File: config.mk
export PLATFORM = sky130hd
export DESIGN_NAME = double_trouble_vote_ctrl_flat
export DESIGN_NICKNAME = d
export VERILOG_FILES = /design/src/rtl/double_trouble_vote_ctrl_if.sv /design/src/rtl/double_trouble_vote_ctrl.sv /design/src/flat_wrapper.sv
export SDC_FILE = /design/constraint.sdc
export NUM_CORES = 1
export LEC_CHECK = 0
export CAP_MARGIN = 10
export CORE_MARGIN = 10
export CORE_UTILIZATION = 58
export DETAILED_ROUTE_END_ITERATION = 7
export GPL_TIMING_DRIVEN = 1
export PLACE_DENSITY = 0.84
export SKIP_CTS_REPAIR_TIMING = 1
export SYNTH_ARGS = -nofsm -noshare
export SYNTH_HDL_FRONTEND = slang
export SYNTH_SLANG_ARGS = --single-unit
File: constraint.sdc
create_clock -name clk -period 4.33 [get_ports clk]
set_input_delay 0.866 -clock clk [delete_from_list [all_inputs] [get_ports clk]]
set_output_delay 0.866 -clock clk [all_outputs]
set_load 0.01 [all_outputs]
File: src/rtl/double_trouble_vote_ctrl_if.sv
// Purpose: bundles the voter handshakes and the decision handshake of
//          double_trouble_vote_ctrl into a single interface.
// Signals:
//   start       round request (sampled only while the controller is idle)
//   vote_valid  per-voter "vote presented"
//   vote_in     per-voter vote value
//   vote_ack    per-voter "vote accepted this cycle" (combinational)
//   busy        round in progress (collect, evaluate or waiting for the consumer)
//   voted_mask  voters whose vote was accepted in the current/last round
//   res_valid   decision available
//   res_ready   consumer takes the decision
//   result      threshold decision
//   timed_out   last round closed with at least one vote missing
// Modports: master = voters/consumer side, slave = controller side.
interface double_trouble_vote_ctrl_if;
  logic       start;
  logic [3:0] vote_valid;
  logic [3:0] vote_in;
  logic [3:0] vote_ack;
  logic       busy;
  logic [3:0] voted_mask;
  logic       res_valid;
  logic       res_ready;
  logic       result;
  logic       timed_out;

  modport master (
    output start, vote_valid, vote_in, res_ready,
    input  vote_ack, busy, voted_mask, res_valid, result, timed_out
  );

  modport slave (
    input  start, vote_valid, vote_in, res_ready,
    output vote_ack, busy, voted_mask, res_valid, result, timed_out
  );
endinterface

File: src/rtl/double_trouble_vote_ctrl.sv
// Purpose: one-round-per-start vote sequencer around a 2-of-4 threshold.
//          Collects at most one vote from each of four voters within a
//          TIMEOUT-cycle window, evaluates "at least THRESH accepted 1-votes"
//          and holds the decision on a valid/ready port until taken.
// Ports:
//   clk    rising-edge clock
//   rst_n  asynchronous active-low reset; abandons any round in flight
//   bus    double_trouble_vote_ctrl_if.slave (votes in, acks and decision out)
// Parameters:
//   TIMEOUT  collect window length in cycles (1..65535)
//   THRESH   minimum number of accepted 1-votes for result = 1 (1..4)
//   TW       timer width, TIMEOUT < 2**TW
module double_trouble_vote_ctrl #(
  parameter int TIMEOUT = 16,
  parameter int THRESH  = 2,
  parameter int TW      = 16
) (
  input  logic                       clk,
  input  logic                       rst_n,
  double_trouble_vote_ctrl_if.slave  bus
);

  typedef enum logic [1:0] {
    IDLE    = 2'd0,
    COLLECT = 2'd1,
    EVAL    = 2'd2,
    DONE    = 2'd3
  } state_e;

  localparam logic [TW-1:0] TIMER_LOAD = TW'(TIMEOUT);
  localparam logic [2:0]    THRESH_W   = 3'(THRESH);

  state_e        state_q, state_d;
  logic [3:0]    votes_q, votes_d;
  logic [3:0]    mask_q, mask_d;
  logic [TW-1:0] timer_q, timer_d;
  logic          res_valid_q, res_valid_d;
  logic          result_q, result_d;
  logic          timed_out_q, timed_out_d;
  logic [3:0]    ack;

  // Number of set bits in a 4-bit vector; 3 bits hold 0..4 without overflow.
  function automatic logic [2:0] popcount4(input logic [3:0] v);
    popcount4 = 3'(v[0]) + 3'(v[1]) + 3'(v[2]) + 3'(v[3]);
  endfunction

  // State and datapath registers; reset drops any round in progress.
  always_ff @(posedge clk or negedge rst_n) begin
    if (!rst_n) begin
      state_q     <= IDLE;
      votes_q     <= '0;
      mask_q      <= '0;
      timer_q     <= '0;
      res_valid_q <= 1'b0;
      result_q    <= 1'b0;
      timed_out_q <= 1'b0;
    end else begin
      state_q     <= state_d;
      votes_q     <= votes_d;
      mask_q      <= mask_d;
      timer_q     <= timer_d;
      res_valid_q <= res_valid_d;
      result_q    <= result_d;
      timed_out_q <= timed_out_d;
    end
  end

  // Next-state and output logic. Acks only exist while collecting, and a
  // voter already in the mask is never acked again, so its first value wins.
  // The window closes either when every voter has been accepted (counting
  // votes acked in this very cycle) or on the last timer cycle (timer = 1).
  always_comb begin
    state_d     = state_q;
    votes_d     = votes_q;
    mask_d      = mask_q;
    timer_d     = timer_q;
    res_valid_d = res_valid_q;
    result_d    = result_q;
    timed_out_d = timed_out_q;
    ack         = 4'b0000;

    unique case (state_q)
      IDLE: begin
        if (bus.start) begin
          votes_d = 4'b0000;
          mask_d  = 4'b0000;
          timer_d = TIMER_LOAD;
          state_d = COLLECT;
        end
      end
      COLLECT: begin
        ack     = bus.vote_valid & ~mask_q;
        votes_d = (votes_q & ~ack) | (bus.vote_in & ack);
        mask_d  = mask_q | ack;
        timer_d = timer_q - 1'b1;
        if (mask_d == 4'hF || timer_q == TW'(1)) begin
          state_d = EVAL;
        end
      end
      EVAL: begin
        result_d    = (popcount4(votes_q & mask_q) >= THRESH_W);
        timed_out_d = (mask_q != 4'hF);
        res_valid_d = 1'b1;
        state_d     = DONE;
      end
      DONE: begin
        if (bus.res_ready) begin
          res_valid_d = 1'b0;
          state_d     = IDLE;
        end
      end
      default: begin
        state_d = IDLE;
      end
    endcase
  end

  assign bus.vote_ack   = ack;
  assign bus.busy       = (state_q != IDLE);
  assign bus.voted_mask = mask_q;
  assign bus.res_valid  = res_valid_q;
  assign bus.result     = result_q;
  assign bus.timed_out  = timed_out_q;

endmodule

File: src/flat_wrapper.sv
// flat-port wrapper written by rule: the top's interface ports become plain ports
module double_trouble_vote_ctrl_flat 
#(
  parameter int TIMEOUT = 16,
  parameter int THRESH  = 2,
  parameter int TW      = 16
)
  (clk, rst_n, bus_start, bus_vote_valid, bus_vote_in, bus_res_ready, bus_vote_ack, bus_busy, bus_voted_mask, bus_res_valid, bus_result, bus_timed_out);
  double_trouble_vote_ctrl_if bus_i ();
  input  logic clk;
  input  logic rst_n;
  input wire logic [$bits(bus_i.start)-1:0] bus_start;
  input wire logic [$bits(bus_i.vote_valid)-1:0] bus_vote_valid;
  input wire logic [$bits(bus_i.vote_in)-1:0] bus_vote_in;
  input wire logic [$bits(bus_i.res_ready)-1:0] bus_res_ready;
  output wire logic [$bits(bus_i.vote_ack)-1:0] bus_vote_ack;
  output wire logic [$bits(bus_i.busy)-1:0] bus_busy;
  output wire logic [$bits(bus_i.voted_mask)-1:0] bus_voted_mask;
  output wire logic [$bits(bus_i.res_valid)-1:0] bus_res_valid;
  output wire logic [$bits(bus_i.result)-1:0] bus_result;
  output wire logic [$bits(bus_i.timed_out)-1:0] bus_timed_out;
  assign bus_i.start = bus_start;
  assign bus_i.vote_valid = bus_vote_valid;
  assign bus_i.vote_in = bus_vote_in;
  assign bus_i.res_ready = bus_res_ready;
  assign bus_vote_ack = bus_i.vote_ack;
  assign bus_busy = bus_i.busy;
  assign bus_voted_mask = bus_i.voted_mask;
  assign bus_res_valid = bus_i.res_valid;
  assign bus_result = bus_i.result;
  assign bus_timed_out = bus_i.timed_out;
  double_trouble_vote_ctrl #(.TIMEOUT(TIMEOUT), .THRESH(THRESH), .TW(TW)) u_core (.clk(clk), .rst_n(rst_n), .bus(bus_i));
endmodule
### Yosys cells after proc, flatten, opt, wreduce, memory -nomap -nowiden

Index checks and enable logic that the tools add are counted.

| operators by class | value |
|---|---|
| reduce and logical (&&, ||, !) cells | 8 |
| bitwise gates (word level) | 8 |
| multiplexer cells | 12 |
| equality and inequality tests | 9 |
| $lt $le $gt $ge | 1 |
| add/sub/neg operators | 4 |

Operators with widths:

| operator | number |
|---|---|
| one-hot mux 16 bit (2 select lines) | 1 |
| bitwise AND 4 bit | 4 |
| == test 16 x 1 -> 1 bit, second input constant | 1 |
| two-way mux 16 bit | 1 |
| one-hot mux 4 bit (2 select lines) | 2 |
| subtractor 16 x 1 -> 16 bit, second input constant | 1 |
| two-way mux 4 bit | 2 |
| inverter 4 bit | 2 |
| OR 4 bit | 2 |
| one-hot mux 2 bit (4 select lines) | 1 |
| adder 3 x 1 -> 3 bit | 2 |
| two-way mux 2 bit | 3 |
| nonzero test 2 bit | 3 |
| == test 2 bit, second input constant | 2 |
| == test 4 bit, second input constant | 1 |
| != test 2 bit, second input constant | 2 |
| != test 4 bit, second input constant | 1 |
| AND reduction 2 bit | 2 |
| greater-or-equal comparator 3 x 2 -> 1 bit, second input constant | 1 |
| AND reduction 3 bit | 1 |
| adder 1 x 1 -> 2 bit | 1 |
| == test 2 x 1 -> 1 bit, second input constant | 1 |
| zero test 2 bit | 1 |
| != test 2 x 1 -> 1 bit, second input constant | 1 |
| other kinds (3) | 3 |

| storage, ports and cells | value |
|---|---|
| word-level logic and storage cells | 49 |
| register bits after elaboration | 29 |
| input port bits | 12 |

### Depth between registers and ports, before layout

| logic depth | value |
|---|---|
| depth after elaboration | 7 |
| mapped depth | 8 |
| mapped depth without buffers | 6 |

### Worst setup path after synthesis

Ideal clock, no wire load.

| timing path | value |
|---|---|
| kind | input -> register |
| start point | input bus_start |
| end point | register u_core.timer_q[14] |
| cell stages on the path | 5 |
| path slack | 2.005 ns |
| setup time | 0.066 ns |
| arrival time | 2.259 ns |
| cell sequence | buf_2 > mux2i_1 > or4_4 > or4_1 > nand2_1 |

| on the way | value |
|---|---|
| word-level cells in the longest chain between the ends | 2 |

RTL lines:

| element | RTL line | RTL |
|---|---|---|
| start: declaration | flat_wrapper.sv:12 | `input wire logic [$bits(bus_i.start)-1:0] bus_start;` |
| != test 2 bit (no line) | n/a |  |
| AND reduction 2 bit (no line) | n/a |  |
| end signal: assignment | double_trouble_vote_ctrl.sv:61 | `timer_q <= timer_d;` |
| end: declaration | double_trouble_vote_ctrl.sv:36 | `logic [TW-1:0] timer_q, timer_d;` |

No other way between the ends.
A chain may end at the register's enable or synchronous reset.

### Final worst setup path

| timing path | value |
|---|---|
| start point | input bus_vote_valid[0] |
| end point | output bus_vote_ack[0] |

| on the way | value |
|---|---|
| word-level cells in the longest chain between the ends | 2 |

RTL lines:

| element | RTL line | RTL |
|---|---|---|
| start: declaration | flat_wrapper.sv:13 | `input wire logic [$bits(bus_i.vote_valid)-1:0] bus_vote_valid;` |
| bitwise AND 4 bit | double_trouble_vote_ctrl.sv:92 | `ack = bus.vote_valid & ~mask_q;` |
| two-way mux 4 bit | double_trouble_vote_ctrl.sv:82 | `unique case (state_q)` |
| end: declaration | flat_wrapper.sv:16 | `output wire logic [$bits(bus_i.vote_ack)-1:0] bus_vote_ack;` |

No other way between the ends.

==> out/metrics.yaml <==
die:
  die-area_sq_um: 5391
  chipWidth_microns: 73.43
  start_util: 0.6055
  core_region_area_sq_um: 2734
  io_pins: 24
  rows: 19
  die_h_microns: 73.43
cts:
  path_clk_slew_ns: 0.10
  htree_levels: 2
  cts_buffer_depth: 2
  cts_tree: "yes"
  numClockSinks: 29
  cts_buffers: 5
  cts.root.buffer_cell: "clkbuf_4"
  worstSkewPairLatency_ns: 0.34
setup_path:
  rr_startpoint: "u_core.state_q[0]"
  crit_arrival_ns: 2.27
  endpoint_kind: "output port"
  critPathMostFrequentCell: "clkdlybuf4s50_1"
  cp-start-kind: "primary input"
  required_ns: 3.46
  critPathMaxFanout: 3
  cpMaxStageDelayCell: "clkdlybuf4s50_1"
  crit_chain: "clkdlybuf4s50_1 > inv_1 > nor3_1 > clkdlybuf4s50_1"
  crit_family: "buffers and inverters"
  crit_buf_inv: 3
  critical_path_class: "primary input to output port"
  crit_path_start: "bus_vote_valid[0]"
  max_stage_delay_ns: 0.59
timing:
  fmax_mhz: 319.0
  setup_tns_ns: 0
  drv_slew: 0
  tightest_slew_ns: 0.7600
  holdWs_ns: 0.5183
  fin_skew_ns: 0.01270
  finalSetupViolations: 0
  hold_viol: 0
  post-route-period-util: 0.7240
  rsz0062_at_grt: "no"
  maxSlewHeadroom: 0.4789
  min_period_ns: 3.135
grt:
  overflow: 0
  grt_max_degree: 30
  antenna_found_initial: 0
  grt_pass1_wl_mm: 6.561
  grt_use_total: 0.1527
  grt_pass1_vias: 1510
synth:
  postSynthCellCount: 180
  syn_area_per_cell_sq_um: 9.196
  async_reset_ff_frac: 1.000
  synth_cell_types: 41
  synth-main-ff-cell: "dfrtp_1"
  synth_fp_nets: 200
  synth_seq_area_share: 0.4384
  ys.warnings.count: 0
  netlist_top_cells_area: "dfrtp_1, ha_1, o21ai_0"
  synth_edf_count: 0
  yosys.area.top_type: "dfrtp_1"
  synth_top_area_share: 0.4384
  synth-seq-cells: 29
  syn-cell-area_sq_um: 1655
pwr:
  p_leak_nw: 0.9006
  ir_drop_uv: 534.1
  power_density_nw_per_um2: 729.2
detailed_routing:
  drt_pass1_iterations: 4
  drc: 0
  postRouteAntennaNets: 0
  first_iter_violations: 95
  routedWlPerCell_microns: 16.55
  routed_wl_mm: 3.955
  num_vias: 1493
  vias_per_cell: 6.247
final_layout:
  n_fill_cell: 180
  antenna_cells: 0
  design_area_sq_um: 2021
  fin_nets: 227
  syn_to_final_growth_pct: 22.07
  drive_above_1_share: 0.08173
job:
  max_cap_viol_count: 0
placed_design:
  dp_hpwl_mm: 2.875
  dpl_cell_area_sq_um: 1918
  io_buffers: 23
  finalWeightedCongestion: 0.8452
worst_hold_path:
  worstHoldPathType: "flip-flop to flip-flop"
  hold_path_startpoint: "u_core.votes_q[0]"
run_status:
  status: "finished clean"
per-layer routing:
metal / global-route usage / up-vias / wire [microns]
met3: 0.06460 / 18 / 240
met2: 0.2607 / 48 / 1967
met4: 0.08903 / 0 / 155
li1: - / 702 / -
met1: 0.1512 / 725 / 1592
met5: 0 / - / 0
layout by cell type (no fill, tap or decap), drive strengths merged, types with 2 or more instances in the layout:
cell type       n
a21oi          13
a22o            5
and2            3
buf             2
bufinv          2
clkbuf          5
clkdlybuf4s50  23
dfrtp          29
ha              8
inv            10
mux2            2
mux2i           3
nand2          17
nand2b          5
nand3           3
nor2           17
nor2b           2
nor3            3
nor4            4
o21ai          18
o22ai           2
o41ai           2
or3             3
or4             5
or4b            2
xor2            5
worst reg2reg max path, cell delays in order (launching register included):
cell,delay [ns]
dfrtp_1,0.41
inv_1,0.13
ha_1,0.41
mux2i_1,0.34
or4_4,0.63
o311ai_0,0.34
o41ai_1,0.16
registers in the layout, indices dropped and copies added (netlist names):
| name | cells |
|---|---|
| u_core.bus.res_valid | 1 |
| u_core.bus.result | 1 |
| u_core.bus.timed_out | 1 |
| u_core.bus.voted_mask | 4 |
| u_core.state_q | 2 |
| u_core.timer_q | 16 |
| u_core.votes_q | 4 |
power by group:
group	total (mW)	switching (mW)	internal (mW)
Sequential	0.498	0.126	0.372
Clock	0.284	0.106	0.179
Combinational	0.691	0.380	0.311
layout make-up:
cell class | instances | area [sq um] | area share
multi-input cells | 136 | 870.8 | 0.4310
flip-flops and latches | 29 | 725.7 | 0.3591
repair buffers | 25 | 245.2 | 0.1214
clock inverters | 3 | 65.06 | 0.03220
well taps | 31 | 38.79 | 0.01920
clock buffers | 5 | 37.54 | 0.01858
inverters | 10 | 37.54 | 0.01858
through the flow:
| step | setup WS (ns) | utilization | power (mW) | std cells |
|---|---|---|---|---|
| 2_1_floorplan | 2.005 | - | 0.9443 | 180 |
| 3_3_place_gp | 1.240 | 0.7016 | 1.150 | 231 |
| 3_5_place_dp | 1.208 | 0.7016 | 1.184 | 231 |
| 4_1_cts | 1.191 | 0.7391 | 1.475 | 239 |
| 5_1_grt | 1.089 | 0.7391 | 1.578 | 239 |
| 6_report | 1.195 | 0.7391 | 1.474 | 239 |
worst paths after layout:
path,to,slack (ns),depth (start not counted)
worst min-delay path,u_core.votes_q[0],0.52,1
worst max register to register,u_core.timer_q[12],1.80,6
worst max-delay path,bus_vote_ack[0],1.20,4
worst min register to register,u_core.votes_q[0],0.52,1
min in group asynchronous,u_core.timer_q[9],0.88,2
max in group asynchronous,u_core.bus.result,3.16,2
cells in the mapped netlist (2+ instances only):
cell type / number
clkbuf_1: 3
a22o_1: 5
or3_1: 3
o41ai_1: 2
mux2_2: 2
a21oi_1: 13
o22ai_1: 2
xor2_1: 5
o21ai_0: 18
nand3_1: 3
nor2_1: 16
nor4_1: 4
or4_1: 3
and2_1: 3
nand2_1: 17
nand2b_1: 5
buf_2: 2
or4_4: 2
mux2i_1: 3
dfrtp_1: 29
nor3_1: 3
ha_1: 8
inv_1: 10
nor2b_1: 2
cell families (layout without fill, tap and decap cells):
group                      count (synthesis)  count (layout)  share of synthesized area
and+or+nand+nor                           68              68                     0.2184
AOI/OAI and AO/OA                         49              49                     0.1837
DFF                                       29              29                     0.4384
buffers and inverters                     15              43                    0.03553
adders and majority gates                  8               8                    0.06047
xor gates and xnor gates                   6               6                    0.03175
muxes                                      5               5                    0.03175
Power figures use the tool's default switching activity.
